File: config.mk
export PLATFORM = sky130hd
export DESIGN_NAME = button_debouncer
export DESIGN_NICKNAME = d
export VERILOG_FILES = /design/src/rtl/debounce_pkg.sv /design/src/rtl/sync_2ff.sv /design/src/rtl/button_debouncer.sv
export SDC_FILE = /design/constraint.sdc
export NUM_CORES = 1
export LEC_CHECK = 0
export BUFFER_PORTS_ARGS = -buffer_cell sky130_fd_sc_hd__buf_2
export CAP_MARGIN = 20
export CORE_ASPECT_RATIO = 0.9
export CORE_MARGIN = 8
export CORE_UTILIZATION = 58
export DETAILED_ROUTE_END_ITERATION = 6
export PLACE_DENSITY = 0.76
export SYNTH_ARGS = -nofsm -noshare
export SYNTH_HDL_FRONTEND = slang
export SYNTH_SLANG_ARGS = --single-unit
File: constraint.sdc
create_clock -name clk -period 2.4 [get_ports clk]
set_input_delay 0.24 -clock clk [delete_from_list [all_inputs] [get_ports clk]]
set_output_delay 0.24 -clock clk [all_outputs]
set_load 0.1 [all_outputs]
File: src/rtl/debounce_pkg.sv
// Shared definitions for the button debouncer family: the FSM state type,
// the production qualification length and a short length for simulation.
package debounce_pkg;

    // Debouncer FSM states, fixed 2-bit encoding.
    typedef enum logic [1:0] {
        IDLE_LOW  = 2'b00,
        WAIT_HIGH = 2'b01,
        IDLE_HIGH = 2'b10,
        WAIT_LOW  = 2'b11
    } db_state_t;

    // 10 ms at 100 MHz.
    localparam int unsigned STABLE_CYCLES_DEFAULT = 1_000_000;

    // Short qualification length that keeps simulations fast.
    localparam int unsigned STABLE_CYCLES_SIM = 4;

endpackage

File: src/rtl/sync_2ff.sv
// Two-stage synchroniser for asynchronous pin inputs. Both stages clear to 0
// on the synchronous active-high reset. Reusable by any pin-input block.
module sync_2ff (
    input  logic clk,
    input  logic RST,
    input  logic d,
    output logic q
);

    logic meta_q;
    logic sync_q;

    // Shift the raw pin through two flops to settle metastability.
    always_ff @(posedge clk) begin
        if (RST) begin
            meta_q <= 1'b0;
            sync_q <= 1'b0;
        end else begin
            meta_q <= d;
            sync_q <= meta_q;
        end
    end

    assign q = sync_q;

endmodule

File: src/rtl/button_debouncer.sv
// Debounces a raw push-button/switch pin: synchronises it into clk, requires
// STABLE_CYCLES consecutive equal synchronised samples before the output
// level follows, and optionally emits one-cycle rise/fall strobes.
// Optional feature macro: BUTTON_DEBOUNCER_EDGE_EN (strobes built when
// defined; tied to 0 otherwise).
module button_debouncer
    import debounce_pkg::*;
#(
    parameter int unsigned STABLE_CYCLES = STABLE_CYCLES_DEFAULT,
    parameter int unsigned CNT_W         = $clog2(STABLE_CYCLES)
) (
    input  logic clk,
    input  logic RST,
    input  logic btn_in,
    output logic btn_level,
    output logic btn_rise,
    output logic btn_fall
);

    localparam logic [CNT_W-1:0] CNT_LAST = CNT_W'(STABLE_CYCLES - 1);
    localparam logic [CNT_W-1:0] CNT_ONE  = CNT_W'(1);

    logic             s;
    db_state_t        state_q, state_d;
    logic [CNT_W-1:0] cnt_q, cnt_d;
    logic             level_q, level_d;

    sync_2ff u_sync (
        .clk (clk),
        .RST (RST),
        .d   (btn_in),
        .q   (s)
    );

`ifdef BUTTON_DEBOUNCER_EDGE_EN
    logic rise_q, rise_d;
    logic fall_q, fall_d;
`endif

    // Next-state logic: the counter holds the number of consecutive samples
    // of s that disagree with the current level; the entering sample counts
    // as 1, so the completing edge is the STABLE_CYCLES-th such sample.
    always_comb begin
        state_d = state_q;
        cnt_d   = '0;
        level_d = level_q;
`ifdef BUTTON_DEBOUNCER_EDGE_EN
        rise_d  = 1'b0;
        fall_d  = 1'b0;
`endif
        case (state_q)
            IDLE_LOW: begin
                if (s) begin
                    state_d = WAIT_HIGH;
                    cnt_d   = CNT_ONE;
                end
            end
            WAIT_HIGH: begin
                if (!s) begin
                    state_d = IDLE_LOW;
                end else if (cnt_q == CNT_LAST) begin
                    state_d = IDLE_HIGH;
                    level_d = 1'b1;
`ifdef BUTTON_DEBOUNCER_EDGE_EN
                    rise_d  = 1'b1;
`endif
                end else begin
                    cnt_d = cnt_q + CNT_ONE;
                end
            end
            IDLE_HIGH: begin
                if (!s) begin
                    state_d = WAIT_LOW;
                    cnt_d   = CNT_ONE;
                end
            end
            WAIT_LOW: begin
                if (s) begin
                    state_d = IDLE_HIGH;
                end else if (cnt_q == CNT_LAST) begin
                    state_d = IDLE_LOW;
                    level_d = 1'b0;
`ifdef BUTTON_DEBOUNCER_EDGE_EN
                    fall_d  = 1'b1;
`endif
                end else begin
                    cnt_d = cnt_q + CNT_ONE;
                end
            end
            default: begin
                state_d = IDLE_LOW;
            end
        endcase
    end

    // State, counter and level registers; reset wins over everything.
    always_ff @(posedge clk) begin
        if (RST) begin
            state_q <= IDLE_LOW;
            cnt_q   <= '0;
            level_q <= 1'b0;
        end else begin
            state_q <= state_d;
            cnt_q   <= cnt_d;
            level_q <= level_d;
        end
    end

`ifdef BUTTON_DEBOUNCER_EDGE_EN
    // Strobe registers: high for the single cycle after a completed change.
    always_ff @(posedge clk) begin
        if (RST) begin
            rise_q <= 1'b0;
            fall_q <= 1'b0;
        end else begin
            rise_q <= rise_d;
            fall_q <= fall_d;
        end
    end

    assign btn_rise = rise_q;
    assign btn_fall = fall_q;
`else
    assign btn_rise = 1'b0;
    assign btn_fall = 1'b0;
`endif

    assign btn_level = level_q;

endmodule

==> out/qor.csv, run 1 <==
stage;metric;value;unit
outcome;status;finished, final reports clean;
pwr;P_int;487;uW
grt;vias in the first global route;862;
logic_synthesis;Synth Area per Inst;8.67;um2
detailed_routing;post-DR wirelength/cell;13.0;um
logic_synthesis;Post-synth EDFFs;0;
layout;layout cells sized above 1;7.46;%
logic_synthesis;proportion of synthesized chip area in sequential cells;44.7;%
detailed_routing;Top Layer Used;met4;
logic_synthesis;compound-cell area share of the yosys netlist;9.62;%
critical_path;Setup CP Type;reg -> reg;
logic_synthesis;synthesized area;1120;um2
logic_synthesis;post-synthesis simple-gate area fraction;28.4;%
detailed_routing;Routed Wire Length;2070;um
pwr;Clock power frac;29.0;%
critical_path;Worst Path Required;2.66;ns
layout;fillers;162;
logic_synthesis;Yosys top cell by area;dfxtp_1;
detailed_routing;Initial DRC Count;18;
grt;Overflow after GRT;0;
placed_design;Final GP Congestion;0.839;
critical_path;Top cell by count, worst path;or4_1;
layout;Area Growth Syn to Fin;5.15;%
critical_path;critical path's slowest cell;or4_1;
detailed_routing;wl on met1;937;um
clock_tree;Reg clk slew, reported paths;0.13;ns
logic_synthesis;post-synthesis cell type count;30;
sta;Final Skew;0.00147;ns
logic_synthesis;top-count cell post-synth;dfxtp_1;
clock_tree;Post-CTS Hold Buffers;0;
grt;first-pass GRT wire length;3660;um
detailed_routing;Remaining DRCs;0;
detailed_routing;metal2 WL;985;um
sta;post-layout min period;2.16;ns
critical_path;CP Capture Type;flip-flop;
pwr;Psw;158;uW
clock_tree;Gates resized, CTS repair;0;
detailed_routing;drt first pass iters;4;
pwr;register share of total power;65.4;%
floorplanning;I/O pins;6;
clock_tree;CTS Root Cell;clkbuf_4;
sta;setup slack after layout;0.244;ns
floorplanning;Die Area;3590;um2
pwr;peak supply drop;0.374;mV
logic_synthesis;mux contribution to synthesized area;0;%
sta;RSZ-0062 raised after global routing;no;
clock_tree;H-Tree Depth;1;
logic_synthesis;main combinational cell family by area after synthesis;simple AND/OR/NAND/NOR gates;
detailed_routing;DR vias;928;
sta;final setup fails;0;
grt;Tot GR Track Use;12.2;%
detailed_routing;Final ANT Viol Nets;0;
pwr;P per Cell Area;548;nW/um2
clock_tree;clk_lat worst skew;0.32;ns
sta;final slew viol count;0;
sta;Fmax;0.464;GHz
layout;ant diodes;0;
logic_synthesis;commonest cells in the netlist;dfxtp_1 (25), nor2_1 (20), xnor2_1 (12);
grt;initial antenna violation count;0;
floorplanning;Core ar.;1880;um2
logic_synthesis;synthesized flop and latch total;25;
min_path;Hold Crit Class;in -> reg;
job;max cap viols;0;
sta;setup tns final;0;ns
layout;Nets;139;
detailed_routing;vias per std cell;5.84;
clock_tree;Num CTS Buffers;3;
logic_synthesis;Ys Warns;0;
placed_design;pre-CTS setup slack;0.281;ns
pwr;combinational share of power;5.6;%
floorplanning;Initial Util;59.6;%
critical_path;worst reg-to-reg setup slack;0.24;ns
critical_path;crit start category;flip-flop;
pwr;sw frac;24.5;%
clock_tree;CTS max path bufs;2;
logic_synthesis;Area contributors post-synth;dfxtp_1 (45%), xnor2_1 (9.4%), nor2_1 (6.7%);
critical_path;crit path max fanout;9;
floorplanning;Die Wd;62.3;um
sta;Hold Vio Cnt, Final;0;
floorplanning;Die Ht;57.7;um
clock_tree;Sink Count;25;
logic_synthesis;top-area cell type share of the netlist area;44.7;%
clock_tree;Post-CTS Setup Inserts;0;
logic_synthesis;Synth Instances;129;
detailed_routing;met3 routed WL;123;um
placed_design;hpwl dp;1560;um
clock_tree;CTS tree;built;
grt;largest net degree at the start of global routing;20;
pwr;P_leak;0.323;nW
logic_synthesis;ys flop type;dfxtp_1;
sta;fin crit share;89.8;%
logic_synthesis;xor-xnor portion of the synthesized cell area;11.0;%
floorplanning;# rows;15;
placed_design;port bufs;3;
critical_path;CP top delay family;simple AND/OR/NAND/NOR gates;
logic_synthesis;ys async rst share;0;%
critical_path;Worst Path Arrival;2.41;ns
critical_path;CP peak stage delay;0.57;ns
critical_path;CP Cell Sequence;ha_1 -> nand3_2 -> or4_1 -> or4_1 -> a31oi_1;
critical_path;CP bufs+invs;0;
logic_synthesis;adder-cell share of the synthesized area;1.12;%
==> final cells by class <==
cell class	count	area, um2	area share (%)
repair buffers	4	22.5	1.91
well taps	25	31.3	2.66
clock buffers	3	22.5	1.91
inverters	7	26.3	2.23
multi-input cells	94	568	48.3
flip-flops and latches	25	500	42.6
clock inverters	1	5.00	0.426
==> stage by stage <==
| step | instance area [um2] | utilization [%] | hold slack, ns | total power, mW | cells |
|---|---|---|---|---|---|
| after floorplan | 1120 | - | 0.309 | 0.464 | 130 |
| after global placement | 1150 | 61.2 | 0.420 | 0.466 | 155 |
| after detailed placement | 1150 | 61.2 | 0.436 | 0.467 | 155 |
| after CTS | 1180 | 62.7 | 0.0961 | 0.651 | 159 |
| after global routing | 1180 | 62.7 | 0.107 | 0.667 | 159 |
| final | 1180 | 62.7 | 0.106 | 0.645 | 159 |
==> routing by layer <==
metal | vias to the layer above | track usage, %
met4 | 0 | 2.27
met1 | 433 | 13.4
met2 | 30 | 22.0
met3 | 4 | 4.81
met5 | - | 0
li1 | 461 | -
==> power by group through the flow <==
stage	Clock, mW	Sequential (mW)	Combinational (mW)
floorplan	0	0.442	0.0223
global placement	0	0.431	0.0356
detailed placement	0	0.431	0.0362
CTS	0.193	0.422	0.0363
global route	0.206	0.422	0.0382
finish	0.187	0.422	0.0363
==> state kept, by name, indices dropped and copies added, names as in the netlist, named ones only <==
name / cells
u_sync.q: 1
cnt_q: 20
btn_level: 1
u_sync.meta_q: 1
state_q: 1
==> path summary, 6_finish.rpt <==
kind,start,endpoint,cells after the start
max,cnt_q[0]$_SDFF_PP0_,btn_level$_SDFFE_PP0P_,5
min,RST,u_sync.q$_SDFF_PP0_,2
max reg2reg,cnt_q[0]$_SDFF_PP0_,btn_level$_SDFFE_PP0P_,5
min reg2reg,u_sync.meta_q$_SDFF_PP0_,u_sync.q$_SDFF_PP0_,1
==> cells in the final DEF, fill, tap and decap left out, types with 2 or more instances in the layout <==
cell | synthesis | layout
a21oi_1 | 4 | 4
xor2_1 | 2 | 2
or3_1 | 4 | 4
o21ai_0 | 4 | 4
buf_2 | 0 | 3
nor2_1 | 20 | 20
dfxtp_1 | 25 | 25
nor3_1 | 5 | 5
clkbuf_4 | 0 | 3
or4_1 | 4 | 4
nand3_1 | 6 | 6
nor4_1 | 4 | 4
nor2b_1 | 2 | 2
conb_1 | 1 | 2
nand2_1 | 9 | 9
inv_1 | 7 | 7
o31ai_1 | 2 | 2
nand4_1 | 2 | 2
o21a_1 | 2 | 2
xnor2_1 | 12 | 12
==> cell families after synthesis <==
family / after synthesis
AND/OR/NAND/NOR: 61
flip-flops: 25
AO/OA/AOI/OAI: 16
XOR/XNOR: 14
buffers and inverters: 11
adder cells (fa/ha/maj): 1
other: 1
(Power assumes the default switching activity.)
==> run 2, diff against run 1 <==
--- a/config.mk
+++ b/config.mk
@@ -8,7 +8,6 @@
 export BUFFER_PORTS_ARGS = -buffer_cell sky130_fd_sc_hd__buf_2
 export CAP_MARGIN = 20
 export CORE_ASPECT_RATIO = 0.9
-export CORE_MARGIN = 8
 export CORE_UTILIZATION = 58
 export DETAILED_ROUTE_END_ITERATION = 6
 export PLACE_DENSITY = 0.76
==> out/qor.csv, run 2 (synthesized netlist as in run 1, its figures left out) <==
stage;metric;value;unit
clock_tree;Post-CTS Hold Buffers;0;
pwr;P_int;488;uW
critical_path;crit start category;flip-flop;
layout;fillers;134;
floorplanning;Initial Util;64.5;%
clock_tree;Reg clk slew, reported paths;0.14;ns
detailed_routing;drt first pass iters;4;
grt;initial antenna violation count;0;
critical_path;Setup CP Type;reg -> reg;
detailed_routing;vias per std cell;5.66;
pwr;Psw;155;uW
layout;Most flops, register;cnt_q;
grt;vias in the first global route;844;
pwr;Clock power frac;28.8;%
job;max cap viols;0;
sta;final slew viol count;0;
layout;most common cell after layout, fill and taps aside;dfxtp_1;
placed_design;hpwl dp;1610;um
critical_path;worst reg2reg path depth;6;
floorplanning;Core ar.;1730;um2
clock_tree;CTS tree;built;
sta;RSZ-0062 raised after global routing;no;
sta;final setup fails;0;
floorplanning;Die Area;2110;um2
critical_path;Reg2Reg Capture Point;cnt_q[19]$_SDFF_PP0_;
detailed_routing;Final ANT Viol Nets;0;
critical_path;Worst Path Arrival;2.32;ns
pwr;register share of total power;65.6;%
clock_tree;Num CTS Buffers;3;
critical_path;CP Capture Type;flip-flop;
pwr;peak supply drop;0.404;mV
pwr;combinational share of power;5.6;%
detailed_routing;DR vias;906;
clock_tree;Post-CTS Setup Inserts;0;
sta;Hold Vio Cnt, Final;0;
clock_tree;Sink Count;25;
sta;setup tns final;0;ns
sta;post-layout min period;2.12;ns
detailed_routing;Remaining DRCs;0;
critical_path;crit path max fanout;9;
critical_path;Setup crit end;cnt_q[19]$_SDFF_PP0_;
clock_tree;clk_lat worst skew;0.32;ns
floorplanning;Die Wd;48.3;um
detailed_routing;Routed Wire Length;2090;um
sta;fin crit share;88.1;%
layout;multi-input logic area;568;um2
grt;first-pass GRT wire length;3590;um
grt;Tot GR Track Use;24.5;%
clock_tree;H-Tree Depth;1;
critical_path;Critical R2R Launch;cnt_q[0]$_SDFF_PP0_;
layout;most frequent cells in the layout;dfxtp_1 (25), nor2_1 (20), xnor2_1 (12), nand2_1 (9), inv_1 (7);
critical_path;Worst Setup SP;cnt_q[0]$_SDFF_PP0_;
floorplanning;Die Ht;43.7;um
placed_design;port bufs;3;
detailed_routing;post-DR wirelength/cell;13.1;um
pwr;sw frac;24.1;%
layout;Nets;141;
pwr;P per Cell Area;539;nW/um2
layout;ant diodes;0;
sta;Final Skew;0.0157;ns
grt;largest net degree at the start of global routing;16;
clock_tree;CTS Root Cell;clkbuf_4;
pwr;P_leak;0.327;nW
layout;max FFs per register;20;
clock_tree;CTS max path bufs;2;
sta;Fmax;0.473;GHz
grt;Overflow after GRT;0;
floorplanning;# rows;14;
min_path;Hold Crit Class;in -> reg;
outcome;status;finished, final reports clean;
critical_path;Worst Path Required;2.61;ns
clock_tree;Gates resized, CTS repair;0;
placed_design;placed cells;156;
layout;layout cells sized above 1;8.82;%
critical_path;worst reg-to-reg setup slack;0.28;ns
detailed_routing;Initial DRC Count;49;
floorplanning;I/O pins;6;
placed_design;Final GP Congestion;0.836;
layout;Area Growth Syn to Fin;6.60;%
layout;fin cells;160;
layout;register area;500;um2
[run 2: worst min path at each step]
| stage | slack (ns) | from | end | cells past startpoint |
|---|---|---|---|---|
| after detailed placement | 0.45 | u_sync.meta_q$_SDFF_PP0_ | u_sync.q$_SDFF_PP0_ | 1 |
| after global routing | 0.08 | RST | btn_level$_SDFFE_PP0P_ | 2 |
| after floorplan | 0.31 | RST | btn_level$_SDFFE_PP0P_ | 1 |
| final | 0.09 | RST | btn_level$_SDFFE_PP0P_ | 2 |
| after CTS | 0.09 | RST | btn_level$_SDFFE_PP0P_ | 2 |
| after global placement | 0.42 | u_sync.meta_q$_SDFF_PP0_ | u_sync.q$_SDFF_PP0_ | 1 |
[run 2: power groups by stage]
stage | registers [mW] | logic, mW | clock network, mW
4_1_cts | 0.422 | 0.0360 | 0.195
6_report | 0.422 | 0.0359 | 0.186
5_1_grt | 0.423 | 0.0378 | 0.209
2_1_floorplan | 0.442 | 0.0223 | 0
3_5_place_dp | 0.431 | 0.0360 | 0
3_3_place_gp | 0.431 | 0.0356 | 0
[run 2: final cells by class]
class,instances,area share [%]
clock buffers,3,1.89
clock inverters,1,0.630
inverters,7,2.20
multi-input cells,94,47.6
flip-flops and latches,25,42.0
well taps,24,2.52
repair buffers,6,3.15
[run 2: worst max-delay path: stages, from the launching register on]
cell and delay [ns]:
dfxtp_1 0.41, ha_1 0.22, nand3_2 0.19, or4_1 0.56, o2111ai_2 0.36, buf_4 0.22
a21oi_1 0.04
[run 2: stage by stage]
step	utilization (%)	power, mW	worst slack (ns)	hold slack, ns	instance area [um2]
3_5_place_dp	67.0	0.467	0.323	0.449	1160
3_3_place_gp	67.0	0.466	0.373	0.421	1160
6_report	68.8	0.643	0.284	0.0934	1190
2_1_floorplan	-	0.464	0.447	0.309	1120
5_1_grt	68.8	0.669	0.108	0.0827	1190
4_1_cts	68.8	0.652	0.293	0.0850	1190
[run 2: per-layer routing]
layer / global-route usage [%] / routed length [um]
met5: 0 / 0
met4: 8.33 / 10
met3: 7.92 / 111
met2: 37.1 / 980
met1: 32.5 / 987
==> run 3, diff against run 2 <==
--- a/config.mk
+++ b/config.mk
@@ -5,9 +5,10 @@
 export SDC_FILE = /design/constraint.sdc
 export NUM_CORES = 1
 export LEC_CHECK = 0
+export ABC_CLOCK_PERIOD_IN_PS = 2400
 export BUFFER_PORTS_ARGS = -buffer_cell sky130_fd_sc_hd__buf_2
 export CAP_MARGIN = 20
-export CORE_ASPECT_RATIO = 0.9
+export CORE_ASPECT_RATIO = 1.1
 export CORE_UTILIZATION = 58
 export DETAILED_ROUTE_END_ITERATION = 6
 export PLACE_DENSITY = 0.76
==> constraint.sdc (replaced) <==
create_clock -name clk -period 2.4 [get_ports clk]
set_input_delay 0.24 -clock clk [delete_from_list [all_inputs] [get_ports clk]]
set_output_delay 0.24 -clock clk [all_outputs]
set_load 0.01 [all_outputs]
==> out/qor.csv, run 3 (synthesized netlist as in run 1, its figures left out) <==
stage;metric;value;unit
floorplanning;Die Ht;48.1;um
sta;RSZ-0062 raised after global routing;no;
detailed_routing;Remaining DRCs;0;
sta;fin crit share;87.4;%
critical_path;Top cell by count, worst path;or4_1;
pwr;P_leak;0.320;nW
critical_path;Worst Path Arrival;2.36;ns
placed_design;placed cells;148;
layout;layout cells sized above 1;6.72;%
clock_tree;Sink Count;25;
floorplanning;Core ar.;1800;um2
critical_path;CP peak stage delay;0.56;ns
layout;most common cell after layout, fill and taps aside;dfxtp_1;
detailed_routing;Final ANT Viol Nets;0;
critical_path;CP Capture Type;flip-flop;
sta;worst hold slack;0.101;ns
layout;Area Growth Syn to Fin;4.25;%
layout;fin cells;152;
clock_tree;CTS max path bufs;2;
sta;Fmax;0.477;GHz
pwr;Psw;136;uW
grt;Tot GR Track Use;21.4;%
grt;vias in the first global route;762;
layout;multi-input logic area;568;um2
critical_path;crit start category;flip-flop;
detailed_routing;vias per std cell;5.80;
layout;max FFs per register;20;
floorplanning;Die Area;2110;um2
clock_tree;clk_lat worst skew;0.33;ns
clock_tree;H-Tree Depth;1;
layout;ant diodes;0;
detailed_routing;post-DR wirelength/cell;12.6;um
layout;Most flops, register;cnt_q;
critical_path;worst reg-to-reg setup slack;0.30;ns
layout;register area;500;um2
clock_tree;Gates resized, CTS repair;0;
clock_tree;Reg clk slew, reported paths;0.13;ns
layout;most frequent cells in the layout;dfxtp_1 (25), nor2_1 (20), xnor2_1 (12), nand2_1 (9), inv_1 (7);
critical_path;crit path max fanout;9;
layout;fillers;152;
clock_tree;Post-CTS Setup Inserts;0;
sta;Final Skew;0.00705;ns
layout;Nets;139;
grt;first-pass GRT wire length;3240;um
placed_design;hpwl dp;1370;um
floorplanning;I/O pins;6;
sta;final setup fails;0;
pwr;register share of total power;67.4;%
detailed_routing;drt first pass iters;4;
grt;Overflow after GRT;0;
pwr;Clock power frac;30.5;%
critical_path;Setup CP Type;reg -> reg;
sta;setup tns final;0;ns
grt;largest net degree at the start of global routing;20;
detailed_routing;Routed Wire Length;1910;um
floorplanning;Die Wd;43.9;um
floorplanning;# rows;16;
placed_design;Final GP Congestion;0.859;
detailed_routing;DR vias;881;
clock_tree;Num CTS Buffers;3;
detailed_routing;Initial DRC Count;21;
pwr;sw frac;21.7;%
critical_path;Worst Path Required;2.66;ns
grt;initial antenna violation count;0;
sta;post-layout min period;2.10;ns
min_path;Hold Crit Class;in -> reg;
sta;Hold Vio Cnt, Final;0;
pwr;P_int;490;uW
floorplanning;Initial Util;62.1;%
outcome;status;finished, final reports clean;
critical_path;critical path's slowest cell;or4_1;
job;max cap viols;0;
pwr;peak supply drop;0.400;mV
clock_tree;CTS Root Cell;clkbuf_4;
placed_design;port bufs;3;
clock_tree;CTS tree;built;
sta;final slew viol count;0;
critical_path;CP Cell Sequence;ha_1 -> nand3_2 -> or4_1 -> or4_1 -> a31oi_1;
pwr;P per Cell Area;536;nW/um2
pwr;combinational share of power;2.1;%
clock_tree;Post-CTS Hold Buffers;0;
-- run 3: changes by cell type in the layout (fill, tap and decap cells not counted) --
cell,delta
buf_4,-2
clkinvlp_4,-1
clkbuf_1,+1
-- run 3: final timing paths --
| check | start | to | depth (start not counted) |
|---|---|---|---|
| setup / recovery | cnt_q[0]$_SDFF_PP0_ | btn_level$_SDFFE_PP0P_ | 5 |
| hold / removal | RST | u_sync.meta_q$_SDFF_PP0_ | 2 |
| setup reg to reg | cnt_q[0]$_SDFF_PP0_ | btn_level$_SDFFE_PP0P_ | 5 |
| hold reg to reg | u_sync.meta_q$_SDFF_PP0_ | u_sync.q$_SDFF_PP0_ | 1 |
-- run 3: cell type report --
type | count | share of cell area [%]
sequential | 25 | 42.9
tap | 18 | 1.93
clock buffer | 4 | 2.25
inverter | 7 | 2.25
multi-input combinational | 94 | 48.7
timing repair buffer | 4 | 1.93
-- run 3: critical path: cells and delay by family, from the launching register on --
| family | cells | cell delay (ns) |
|---|---|---|
| adders and majority gates | 1 | 0.21 |
| DFF | 1 | 0.40 |
| AOI/OAI and AO/OA | 1 | 0.18 |
| and+or+nand+nor | 3 | 1.25 |
-- run 3: metrics by stage --
stage / setup slack, ns / utilization, % / cell area [um2] / total power, mW
floorplan: 0.447 / - / 1120 / 0.441
global placement: 0.406 / 63.3 / 1140 / 0.443
detailed placement: 0.321 / 63.3 / 1140 / 0.444
CTS: 0.304 / 64.7 / 1170 / 0.627
global route: 0.182 / 64.7 / 1170 / 0.654
finish: 0.303 / 64.7 / 1170 / 0.626
-- run 3: routing by layer --
layer	share of wire, %	global-route usage, %	up-vias
met2	47	33.4	7
met4	3.1	14.5	0
met3	0.94	2.26	5
met1	49	28.4	412
li1	-	-	457
met5	0	0	-
-- run 3: power groups by stage --
stage	combinational, mW	clock [mW]	sequential, mW
2_1_floorplan	0.00997	0	0.431
3_3_place_gp	0.0127	0	0.431
3_5_place_dp	0.0132	0	0.431
4_1_cts	0.0131	0.192	0.422
5_1_grt	0.0148	0.217	0.423
6_report	0.0130	0.191	0.422
